$ cat src/rtl/midi_poly_processor.sv
// MIDI UART receiver, Note On/Off parser and polyphonic voice table with sticky irq/overflow.
// Optional MIDI_CHANNEL_FILTER_EN: execute only messages on channel control_in[7:4] (omni otherwise).
module midi_poly_processor #(
  parameter int CLK_HZ     = 100000000,
  parameter int BAUD       = 31250,
  parameter int NUM_VOICES = 16
) (
  input  logic                      clk,
  input  logic                      rstn,
  input  logic                      MIDI_RX,
  input  logic [7:0]                control_in,
  output logic                      irq,
  output logic [NUM_VOICES-1:0]     voice_active,
  output logic [7*NUM_VOICES-1:0]   voice_note,
  output logic [7*NUM_VOICES-1:0]   voice_vel,
  output logic [4*NUM_VOICES-1:0]   voice_chan,
  output logic                      overflow
);
  localparam int BIT_CLKS  = CLK_HZ / BAUD;
  localparam int HALF_CLKS = BIT_CLKS / 2;
  localparam int CW        = $clog2(BIT_CLKS + 1);
  localparam int IW        = (NUM_VOICES > 1) ? $clog2(NUM_VOICES) : 1;

  typedef enum logic [1:0] {U_IDLE, U_START, U_DATA, U_STOP} u_state_t;
  typedef enum logic [1:0] {P_IDLE, P_DATA1, P_DATA2} p_state_t;

  logic          rx_s1, rx_s2, rx_prev;
  u_state_t      u_state, u_next;
  logic [CW-1:0] cnt;
  logic [2:0]    bit_idx;
  logic [7:0]    shreg;
  logic          byte_valid;
  logic          bit_end, half_end;

  assign bit_end  = (cnt == CW'(BIT_CLKS - 1));
  assign half_end = (cnt == CW'(HALF_CLKS - 1));

  always_ff @(posedge clk or posedge rstn) begin
    if (rstn) begin
      rx_s1   <= 1'b1;
      rx_s2   <= 1'b1;
      rx_prev <= 1'b1;
    end else begin
      rx_s1   <= MIDI_RX;
      rx_s2   <= rx_s1;
      rx_prev <= rx_s2;
    end
  end

  always_comb begin
    u_next     = u_state;
    byte_valid = 1'b0;
    case (u_state)
      U_IDLE:  if (rx_prev && !rx_s2) u_next = U_START;
      U_START: if (half_end) u_next = rx_s2 ? U_IDLE : U_DATA;
      U_DATA:  if (bit_end && bit_idx == 3'd7) u_next = U_STOP;
      U_STOP: begin
        if (bit_end) begin
          u_next     = U_IDLE;
          byte_valid = rx_s2;  // low stop bit: framing error, byte dropped
        end
      end
      default: u_next = U_IDLE;
    endcase
  end

  always_ff @(posedge clk or posedge rstn) begin
    if (rstn) begin
      u_state <= U_IDLE;
      cnt     <= '0;
      bit_idx <= 3'd0;
      shreg   <= 8'd0;
    end else begin
      u_state <= u_next;
      if (u_state == U_IDLE || u_next != u_state || (u_state == U_DATA && bit_end))
        cnt <= '0;
      else
        cnt <= cnt + 1'b1;
      if (u_state == U_START)
        bit_idx <= 3'd0;
      if (u_state == U_DATA && bit_end) begin
        shreg   <= {rx_s2, shreg[7:1]};
        bit_idx <= bit_idx + 3'd1;
      end
    end
  end

  p_state_t   p_state, p_next;
  logic       rs_on;
  logic [3:0] rs_chan;
  logic [6:0] note_q;
  logic       fire, chan_ok, is_note_status;
  logic       ex_go, ex_on;
  logic [6:0] ex_note, ex_vel;
  logic [3:0] ex_chan;
  logic       unused_ctrl;

`ifdef MIDI_CHANNEL_FILTER_EN
  assign chan_ok = (rs_chan == control_in[7:4]);
`else
  assign chan_ok = 1'b1;
`endif
  assign unused_ctrl    = ^control_in[7:2];
  assign is_note_status = (shreg[7:4] == 4'h8) || (shreg[7:4] == 4'h9);

  always_comb begin
    p_next = p_state;
    fire   = 1'b0;
    if (byte_valid) begin
      if (shreg[7]) begin
        if (is_note_status)
          p_next = P_DATA1;
        else if (shreg < 8'hF8)
          p_next = P_IDLE;  // real-time bytes leave state untouched
      end else begin
        case (p_state)
          P_DATA1: p_next = P_DATA2;
          P_DATA2: begin
            p_next = P_DATA1;
            fire   = chan_ok;
          end
          default: p_next = p_state;
        endcase
      end
    end
  end

  always_ff @(posedge clk or posedge rstn) begin
    if (rstn) begin
      p_state <= P_IDLE;
      rs_on   <= 1'b0;
      rs_chan <= 4'd0;
      note_q  <= 7'd0;
      ex_go   <= 1'b0;
      ex_on   <= 1'b0;
      ex_note <= 7'd0;
      ex_vel  <= 7'd0;
      ex_chan <= 4'd0;
    end else begin
      p_state <= p_next;
      ex_go   <= fire;
      if (byte_valid && shreg[7] && is_note_status) begin
        rs_on   <= shreg[4];
        rs_chan <= shreg[3:0];
      end
      if (byte_valid && !shreg[7] && p_state == P_DATA1)
        note_q <= shreg[6:0];
      if (fire) begin
        ex_note <= note_q;
        ex_vel  <= shreg[6:0];
        ex_chan <= rs_chan;
        ex_on   <= rs_on && (shreg[6:0] != 7'd0);
      end
    end
  end

  logic          match_hit, free_hit, tbl_change, ovf_evt;
  logic [IW-1:0] match_idx, free_idx;

  // Descending scan so the last hit recorded is the lowest index.
  always_comb begin
    match_hit = 1'b0;
    match_idx = '0;
    free_hit  = 1'b0;
    free_idx  = '0;
    for (int i = NUM_VOICES - 1; i >= 0; i--) begin
      if (voice_active[i] && voice_note[7*i +: 7] == ex_note && voice_chan[4*i +: 4] == ex_chan) begin
        match_hit = 1'b1;
        match_idx = IW'(i);
      end
      if (!voice_active[i]) begin
        free_hit = 1'b1;
        free_idx = IW'(i);
      end
    end
  end

  assign tbl_change = ex_go && (match_hit || (ex_on && free_hit));
  assign ovf_evt    = ex_go && ex_on && !match_hit && !free_hit;

  always_ff @(posedge clk or posedge rstn) begin
    if (rstn) begin
      voice_active <= '0;
      voice_note   <= '0;
      voice_vel    <= '0;
      voice_chan   <= '0;
      irq          <= 1'b0;
      overflow     <= 1'b0;
    end else begin
      if (ex_go) begin
        if (ex_on && match_hit) begin
          voice_vel[7*match_idx +: 7] <= ex_vel;
        end else if (ex_on && free_hit) begin
          voice_active[free_idx]      <= 1'b1;
          voice_note[7*free_idx +: 7] <= ex_note;
          voice_vel[7*free_idx +: 7]  <= ex_vel;
          voice_chan[4*free_idx +: 4] <= ex_chan;
        end else if (!ex_on && match_hit) begin
          voice_active[match_idx] <= 1'b0;
        end
      end
      if (control_in[1])
        irq <= 1'b0;
      else if (tbl_change && control_in[0])
        irq <= 1'b1;
      if (control_in[1])
        overflow <= 1'b0;
      else if (ovf_evt)
        overflow <= 1'b1;
    end
  end
endmodule

$ cat config.mk
export PLATFORM = sky130hd
export DESIGN_NAME = midi_poly_processor
export DESIGN_NICKNAME = d
export VERILOG_FILES = /design/src/rtl/midi_poly_processor.sv
export SDC_FILE = /design/constraint.sdc
export NUM_CORES = 1
export LEC_CHECK = 0
export ABC_AREA = 1
export CORE_MARGIN = 5
export CORE_UTILIZATION = 40
export DETAILED_ROUTE_END_ITERATION = 8
export GPL_TIMING_DRIVEN = 0
export PLACE_DENSITY = 0.62
export SYNTH_ARGS = -nofsm -noshare
export SYNTH_HDL_FRONTEND = slang
export SYNTH_SLANG_ARGS = --single-unit
$ cat constraint.sdc
create_clock -name clk -period 22.1 [get_ports clk]
set_input_delay 4.42 -clock clk [delete_from_list [all_inputs] [get_ports clk]]
set_output_delay 4.42 -clock clk [all_outputs]
set_load 0.01 [all_outputs]
# Word level (Yosys, flattened, before mapping)

Cells that the tools add are included.

Bits in registers: 368
Input port bits: 11

Bitwise gates (word level): 4
Equal/unequal tests: 44
Shift operators: 7
Mux-type cells: 98
$add $sub $neg: 5
Magnitude comparators: 5
Reductions and logical operators: 71
$mul: 2

Operator list:

| cell                                                    | count |
|---|---|
| bitwise mux 112 bit                                     | 3 |
| variable part select 7 x 34 -> 112 bit                  | 3 |
| two-way mux 112 bit                                     | 2 |
| variable shift 7 x 34 -> 112 bit (first input constant) | 2 |
| two-way mux 4 bit                                       | 32 |
| equality test 7 bit                                     | 16 |
| negator 7 -> 34 bit                                     | 2 |
| bitwise mux 64 bit                                      | 1 |
| equality test 4 bit                                     | 16 |
| variable shift 4 x 34 -> 64 bit (first input constant)  | 1 |
| variable part select 4 x 34 -> 64 bit                   | 1 |
| logical AND 1 bit                                       | 50 |
| two-way mux 1 bit                                       | 43 |
| negator 6 -> 34 bit                                     | 1 |
| two-way mux 16 bit                                      | 2 |
| bitwise AND 16 bit                                      | 1 |
| two-way mux 2 bit                                       | 8 |
| NOT 16 bit                                              | 1 |
| OR 16 bit                                               | 1 |
| multiplier 3 x 4 -> 7 bit (first input constant)        | 2 |
| adder 12 x 1 -> 12 bit (second input constant)          | 1 |
| equality test 12 x 11 -> 1 bit (second input constant)  | 1 |
| equality test 12 bit (second input constant)            | 1 |
| two-way mux 12 bit                                      | 1 |
| other kinds (23)                                        | 44 |

# Longest topological paths before layout

Gate-level depths: netlist of the first run.

Depth after elaboration: 27
Gate-level depth with buffers: 36
Depth with buffers taken out: 34

# Least setup slack after synthesis of the first run

OpenSTA, ideal clock, no wires.

Path type: reg2out
From: register voice_active[0]
To: output voice_active[0]
Setup slack: 17,238 ps
Cell stages (with the launch flop): 1
Path buffers: 0
Data arrival time: 442 ps
Path through: dfrtp_1

RTL lines:

| element                           | RTL line | RTL |
|---|---|---|
| from (decl)                       | 13       | `output logic [NUM_VOICES-1:0] voice_active,` |
| from (signal assigned)            | 183      | `voice_active <= '0;` |
| from (signal, indexed assignment) | 194      | `voice_active[free_idx] <= 1'b1;` |
| from (signal, indexed assignment) | 199      | `voice_active[match_idx] <= 1'b0;` |

No word-level cell between the ends.

# Worst setup path in the final report of the first run

From: register voice_active[11]
To: output voice_active[11]

No word-level cell between the ends.

==> impl_summary.log, run 1 <==
[metrics] # H-tree levels: 2
[metrics] max capacitance violation total: 0
[metrics] maximum number of pins on one net before global-route repair: 124
[metrics] count of mapped cells out of synthesis: approximately 2700
[metrics] worst-skew pair later-pin latency: 610 ps
[metrics] clock root cell: clkbuf_16
[metrics] Yosys cell types: a little under 60
[metrics] final-layout worst hold slack: around 360 ps
[metrics] standard-cell rows: 82
[metrics] element type at the critical path start: flop
[metrics] post-synthesis instance area: 20300 sq um
[metrics] commonest cells after routing, fill and taps aside: nand2_1, dfrtp_1, clkdlybuf4s50_1, o21ai_0, nor2_1
[metrics] vias post-DR: roughly 21000
[metrics] Hold/Removal Path Class: flop to flop
[metrics] Starting Density: approximately two fifths
[metrics] leading cell type in the layout, fill and taps excluded: nand2_1
[metrics] data required time at the worst endpoint: between 15000 and 20000 ps
[metrics] remaining routing DRC violations: 0
[metrics] Setup TNS: 0 ps
[metrics] Total Die Area: ~55000 sq um
[metrics] Max Fclk: around 160 MHz
[metrics] series of cell instances along the critical path: clkdlybuf4s50_1
[metrics] DRT antenna net count: 0
[metrics] sequential fraction of the synthesis area: between 40% and 50%
[metrics] share of post-route cells with drive strength above 1: under 10%
[metrics] combinational family with the most area after synthesis: simple AND/OR/NAND/NOR gates
[metrics] routability congestion estimate from global placement: 0.972
[metrics] CTS sink count: roughly 370
[metrics] Final setup violation count: 0
[metrics] cell type contributing the most total cell area after synthesis: dfrtp_1
[metrics] Sequential cell area: between 9000 and 10000 sq um
[metrics] Detailed Routing Iterations Pass 1: 7
[metrics] deepest clock path buffer count: 3
[metrics] Buf/Inv on CP: 1
[metrics] maximum single-stage delay on the critical path: 700 ps
[metrics] via density per instance: between 5 and 6
[metrics] Critical Path Sink Type: primary output
[metrics] pwr/cell area: roughly 56 nW/um^2
[metrics] filler cell count in the final layout: around 4800
[metrics] mean instance size in the synthesized netlist: 7.59 sq um
[metrics] worst-case headroom to the max-slew limit: between 10 and 15%
[metrics] cts bufs inserted: 43
[metrics] first-pass GRT wire length: between 100000 and 150000 um
[metrics] quantity of gates resized following cts: 0
[metrics] count of endpoints failing hold in the final timing report: 0
[metrics] share of the synthesized area in compound gates (AO/OA/AOI/OAI): 10.6%
[metrics] remaining global-route overflow: 0
[metrics] hold buffers post-CTS: 0
[metrics] wire length per cell: between 20 and 25 um
[metrics] top-area cell type share of the netlist area: approximately 45%
[metrics] post-layout util: around 51%
[metrics] total of warnings raised by yosys: 0
[metrics] flop and latch count out of synthesis: around 370
[metrics] total length of routed wires: a little under 90000 um
[metrics] number of pins with negative max-slew slack in the final report: 0
[metrics] WS Path Type: flop to primary output
[metrics] highest-delay cell along the critical path: dfrtp_1
[metrics] setup fix buffers added after clock tree synthesis: 0
[metrics] Adder-Cell Fraction of Synth Area: less than 1%
[metrics] die span in x: 235 um
[metrics] clock skew after layout: ~33 ps
[metrics] number of antenna violations at the first check in global routing: 5
[metrics] area share of and/or/nand/nor cells after synthesis: about 32%
[metrics] overall fraction of global-route tracks in use: 30.1%
[metrics] Port Buffers: slightly above 300
[metrics] Chip Height: 235 um
[metrics] clock slew at reported path FFs: approximately 70 ps
[metrics] total number of nets in the final design: between 3000 and 4000
[metrics] final total power: approximately 0.0014 W
[metrics] total core area: around 50000 sq um
[metrics] count of pins on the block boundary: 317
[metrics] CTS tree: built
[metrics] via count of the first global-routing pass: 19713
[metrics] period utilization: a little under 30%
[metrics] Tightest Pin Transition: approximately 1300 ps
[metrics] leakage power of the design: 12.3 nW
[metrics] crit-path max FO: 6
[metrics] HPWL reported at the end of detailed placement: 65000 um
[metrics] total nets after synthesis: around 2700
[metrics] Largest delay share family, worst path: flip-flops
[metrics] worst endpoint data arrival time: between 1500 and 2000 ps
[metrics] outcome: completed
[metrics] post-synthesis xor/xnor area fraction: 2.19%
[metrics] Iter 0 DRT Violations: ~2400
[metrics] area occupied by multi-input gates: about 9500 sq um
[metrics] synthesis-to-layout area growth: 26.9%
[metrics] setup repair after global routing missed its margin: false
[metrics] top post-synthesis cells by area: dfrtp_1, nand2_1, o21ai_0
[metrics] proportion of synthesized area in mux cells: less than 1%
[metrics] Peak supply drop: ~64 uV
[metrics] Final Critical Period: roughly 6400 ps
==> per-stage QoR <==
step	std cells	setup WS, ps	cell area, sq um
4_1_cts	3737	15740	25800
5_1_grt	3737	15690	25800
6_report	3738	15720	25800
3_3_place_gp	3657	3070	24200
3_5_place_dp	3660	15760	24300
2_1_floorplan	2675	7470	20300
==> sequential cells by signal, summed over array words and instances (netlist names), 2 cells and up <==
| name | count |
|---|---|
| ex_chan | 4 |
| voice_active | 16 |
| shreg | 8 |
| ex_note | 7 |
| u_state | 2 |
| ex_vel | 7 |
| voice_chan | 64 |
| p_state | 2 |
| voice_vel | 112 |
| rs_chan | 4 |
| voice_note | 112 |
| bit_idx | 3 |
| cnt | 12 |
| note_q | 7 |
==> kinds of logic after synthesis <==
kind of cell / Yosys count
and+or+nand+nor: 1479
muxes: 10
xor gates and xnor gates: 50
buffers and inverters: 361
adders and majority gates: 12
DFF: 368
AOI/OAI and AO/OA: 395
==> report_power, final <==
part / internal (W) / switching (W) / total [W]
combinational: 0.00000877 / 0.0000222 / 0.0000309
sequential: 0.000681 / 0.00000709 / 0.000688
clock: 0.000426 / 0.000303 / 0.000728
total: 0.00112 / 0.000332 / 0.00145
==> layout make-up <==
cell class | count | area share (%)
plain buffers | 115 | 2.68
inverters | 246 | 3.69
clock inverters | 16 | 0.875
clock buffers | 61 | 4.63
flip-flops and latches | 368 | 35.8
well taps | 672 | 3.26
multi-input cells | 1946 | 36.7
repair buffers | 313 | 12.4
diodes | 1 | 0.00972
==> Yosys cell counts (all sizes together) <==
master / instances
o31ai: 7
nand2: 887
a21oi: 38
nand4: 49
a2111oi: 5
a211oi: 3
o221ai: 3
nor4: 40
buf: 78
nand3b: 2
mux2: 10
clkinv: 2
a32o: 3
nor3b: 3
xor2: 23
or4: 1
dfstp: 3
inv: 244
a31oi: 8
o2111ai: 16
a221oi: 2
and3: 1
nor3: 34
clkbuf: 37
xnor2: 27
ha: 12
nor2: 247
or2: 23
o21a: 1
o22ai: 10
o41ai: 2
dfrtp: 365
nor4b: 3
a31o: 1
nand3: 189
o21ai: 296
==> metal layers <==
metal  track usage [%]  part of all wire, %  routed length [um]  up-vias
li1                  -                    -                   -     9447
met1              42.2                   42               36700    10092
met2              46.1                   44               38200     1071
met3              6.64                  9.6                8290      205
met4              10.9                  3.8                3280        2
met5                 0                0.014                  12        -
==> final timing paths <==
path / cells past startpoint / end / slack, ps / startpoint
worst min-delay path: 0 / rx_s2$_DFF_PP1_ / 360 / rx_s1$_DFF_PP1_
min in group asynchronous: 2 / voice_note[63]$_DFFE_PP0P_ / 4240 / rstn
worst max-delay path: 1 / voice_active[11] / 15720 / voice_active[11]$_DFFE_PP0P_
max in group asynchronous: 4 / voice_active[9]$_DFFE_PP0P_ / 16390 / rstn
worst max register to register: 20 / voice_vel[51]$_DFFE_PP0P_ / 16510 / ex_chan[1]$_DFFE_PP0P_
worst min register to register: 0 / rx_s2$_DFF_PP1_ / 360 / rx_s1$_DFF_PP1_
Note: power is estimated with default switching activity, not from simulation.
==> run 2: changes to the inputs <==
- PLACE_DENSITY: 0.62 -> 0.65
- clock period: 22.1 -> 5.4 ns (I/O delays scaled with it)
==> run 2 against run 1 <==
Net effect:
- die area unchanged
- largest cell class unchanged
- first-iteration DRC count rose by 6.2%
- sequential power rose to 4.1 times the previous value
- highest routed layer unchanged
- final area up 0.62%
- clock power rose to 4.1 times the previous value
==> impl_summary.log, run 2 (synthesized netlist as in run 1, its figures left out) <==
[metrics] standard-cell rows: 82
[metrics] Port Buffers: 310
[metrics] overall fraction of global-route tracks in use: between 30% and 40%
[metrics] switching part of the total: between 20% and 30%
[metrics] commonest cells after routing, fill and taps aside: nand2_1, dfrtp_1, clkdlybuf4s50_1, o21ai_0, nor2_1
[metrics] element type at the critical path start: flop
[metrics] final instance area: between 20000 and 30000 sq um
[metrics] Net Switching: between 0.001 and 0.0015 W
[metrics] total number of nets in the final design: between 3000 and 4000
[metrics] min setup slack post-route: roughly 250 ps
[metrics] combinational cell fraction of total power: between 2 and 2.5%
[metrics] remaining global-route overflow: 0
[metrics] Peak supply drop: between 200 and 250 uV
[metrics] Final setup violation count: 0
[metrics] hold_sp: rx_s1$_DFF_PP1_
[metrics] deepest clock path buffer count: 3
[metrics] max capacitance violation total: 0
[metrics] routability congestion estimate from global placement: between 1 and 1.5
[metrics] cell area after placement: about 24000 sq um
[metrics] worst r2r src: ex_note[3]$_DFFE_PP0P_
[metrics] Critical Path Sink Type: flop
[metrics] total length of routed wires: slightly below 90000 um
[metrics] cts bufs inserted: 43
[metrics] Largest regs: voice_note: 112 flops, voice_vel: 112 flops, voice_chan: 64 flops
[metrics] data required time at the worst endpoint: slightly below 6000 ps
[metrics] remaining routing DRC violations: 0
[metrics] setup fix buffers added after clock tree synthesis: 0
[metrics] design internal power: about 0.0046 W
[metrics] final total power: ~0.0060 W
[metrics] clock slew at reported path FFs: 60 ps
[metrics] clock skew after layout: 22.4 ps
[metrics] pre-CTS WS: ~33 ps
[metrics] via count of the first global-routing pass: slightly below 20000
[metrics] CTS tree: built
[metrics] setup repair after global routing missed its margin: false
[metrics] hold buffers post-CTS: 0
[metrics] worst-skew pair later-pin latency: around 590 ps
[metrics] Buf/Inv on CP: 5
[metrics] Iter 0 DRT Violations: between 2000 and 3000
[metrics] number of pins with negative max-slew slack in the final report: 0
[metrics] Tightest Pin Transition: 1330 ps
[metrics] wire length per cell: between 20 and 25 um
[metrics] sequential cell fraction of total power: 47.4%
[metrics] outcome: completed
[metrics] count of endpoints failing hold in the final timing report: 0
[metrics] crit path launch: ex_note[3]$_DFFE_PP0P_
[metrics] leading cell type in the layout, fill and taps excluded: nand2_1
[metrics] HPWL reported at the end of detailed placement: a little under 70000 um
[metrics] WS Path Type: flop to flop
[metrics] filler cell count in the final layout: 4822
[metrics] maximum single-stage delay on the critical path: 740 ps
[metrics] Largest delay share family, worst path: simple AND/OR/NAND/NOR gates
[metrics] count of pins on the block boundary: roughly 320
[metrics] DRT antenna net count: 0
[metrics] Max Fclk: 194 MHz
[metrics] worst endpoint data arrival time: roughly 5700 ps
[metrics] pwr/cell area: between 200 and 250 nW/um^2
[metrics] series of cell instances along the critical path: inv_2 -> nand2_1 -> nand3_1 -> nor3_1 -> nand2_1 -> o31ai_1 -> nand3_1 -> a31oi_1 -> o21ai_0 -> nand3_1 -> and3_1 -> inv_1 -> ha_1 -> xor2_2 -> inv_2 -> buf_2 -> buf_2 -> nand3_1 -> o21ai_0 -> nand2_1 -> nand2_1
[metrics] share of total power in the clock network: about half
[metrics] crit-path max FO: 10
[metrics] Hold/Removal Path Class: flop to flop
[metrics] first-pass GRT wire length: between 100000 and 150000 um
[metrics] Starting Density: around two fifths
[metrics] CTS sink count: about 370
[metrics] share of post-route cells with drive strength above 1: a little under a tenth
[metrics] vias post-DR: around 21000
[metrics] highest-delay cell along the critical path: dfrtp_1
[metrics] via density per instance: roughly 5.5
[metrics] # H-tree levels: 2
[metrics] synthesis-to-layout area growth: 27.7%
[metrics] quantity of gates resized following cts: 0
[metrics] period utilization: 95.4%
[metrics] leakage power of the design: approximately 12 nW
[metrics] worst-case headroom to the max-slew limit: around 12%
[metrics] maximum number of pins on one net before global-route repair: 45
[metrics] Detailed Routing Iterations Pass 1: 6
[metrics] Final Critical Period: approximately 5200 ps
[metrics] die span in x: approximately 240 um
[metrics] clock root cell: clkbuf_16
[metrics] Chip Height: around 240 um
[metrics] total core area: about 50000 sq um
[metrics] Total Die Area: approximately 55000 sq um
[metrics] number of antenna violations at the first check in global routing: 5
## run 2: changes by cell type in the layout (fill, tap and decap cells not counted), sizes merged
cell      before  now
clkinv        10   15
clkbuf        98   97
clkinvlp       3    1
buf           81   88
bufinv         4    3
inv          245  244
## run 2: area by class of cell
class / instances / area [sq um] / share of cell area (%)
Timing Repair Buffer: 320 / 3310 / 12.8
Clock buffer: 60 / 1240 / 4.79
Inverter: 246 / 947 / 3.66
Buffer: 115 / 692 / 2.67
Antenna cell: 1 / 2.50 / 0.00966
Clock inverter: 17 / 209 / 0.806
Tap cell: 672 / 841 / 3.24
Sequential cell: 368 / 9210 / 35.6
Multi-Input combinational cell: 1946 / 9460 / 36.5
## run 2: path summary, 6_finish.rpt
kind                                         endpoint  slack, ps  cells past startpoint
max                         voice_vel[39]$_DFFE_PP0P_        250                     21
max reg2reg                 voice_vel[39]$_DFFE_PP0P_        250                     21
min reg2reg                           rx_s2$_DFF_PP1_        350                      0
min in group asynchronous  voice_chan[45]$_DFFE_PP0P_        880                      2
min                                   rx_s2$_DFF_PP1_        350                      0
max in group asynchronous   voice_chan[4]$_DFFE_PP0P_       3130                      6
## run 2: layer usage
layer  wire length, um  vias up  GRT usage, %
li1                  -     9474             -
met1             37900    10065          43.2
met2             39500     1048          47.7
met3              7980      193          6.12
met4              3330        2          10.9
met5                12        -             0
## run 2: power groups by stage
stage / Combinational [W] / Sequential [W] / Clock (W)
after floorplan: 0.0000921 / 0.00286 / 0
after global placement: 0.000115 / 0.00287 / 0
after detailed placement: 0.000141 / 0.00287 / 0
after CTS: 0.000141 / 0.00282 / 0.00304
after global routing: 0.000162 / 0.00282 / 0.00315
final: 0.000137 / 0.00282 / 0.00300
## run 2: per-stage QoR
stage	hold slack, ps	utilization (%)	std cells	TNS, ps
after floorplan	345	-	2675	-224740
after global placement	346	48.3	3657	-1112520
after detailed placement	349	48.7	3667	0
after CTS	355	51.6	3744	0
after global routing	359	51.6	3744	0
final	355	51.6	3745	0
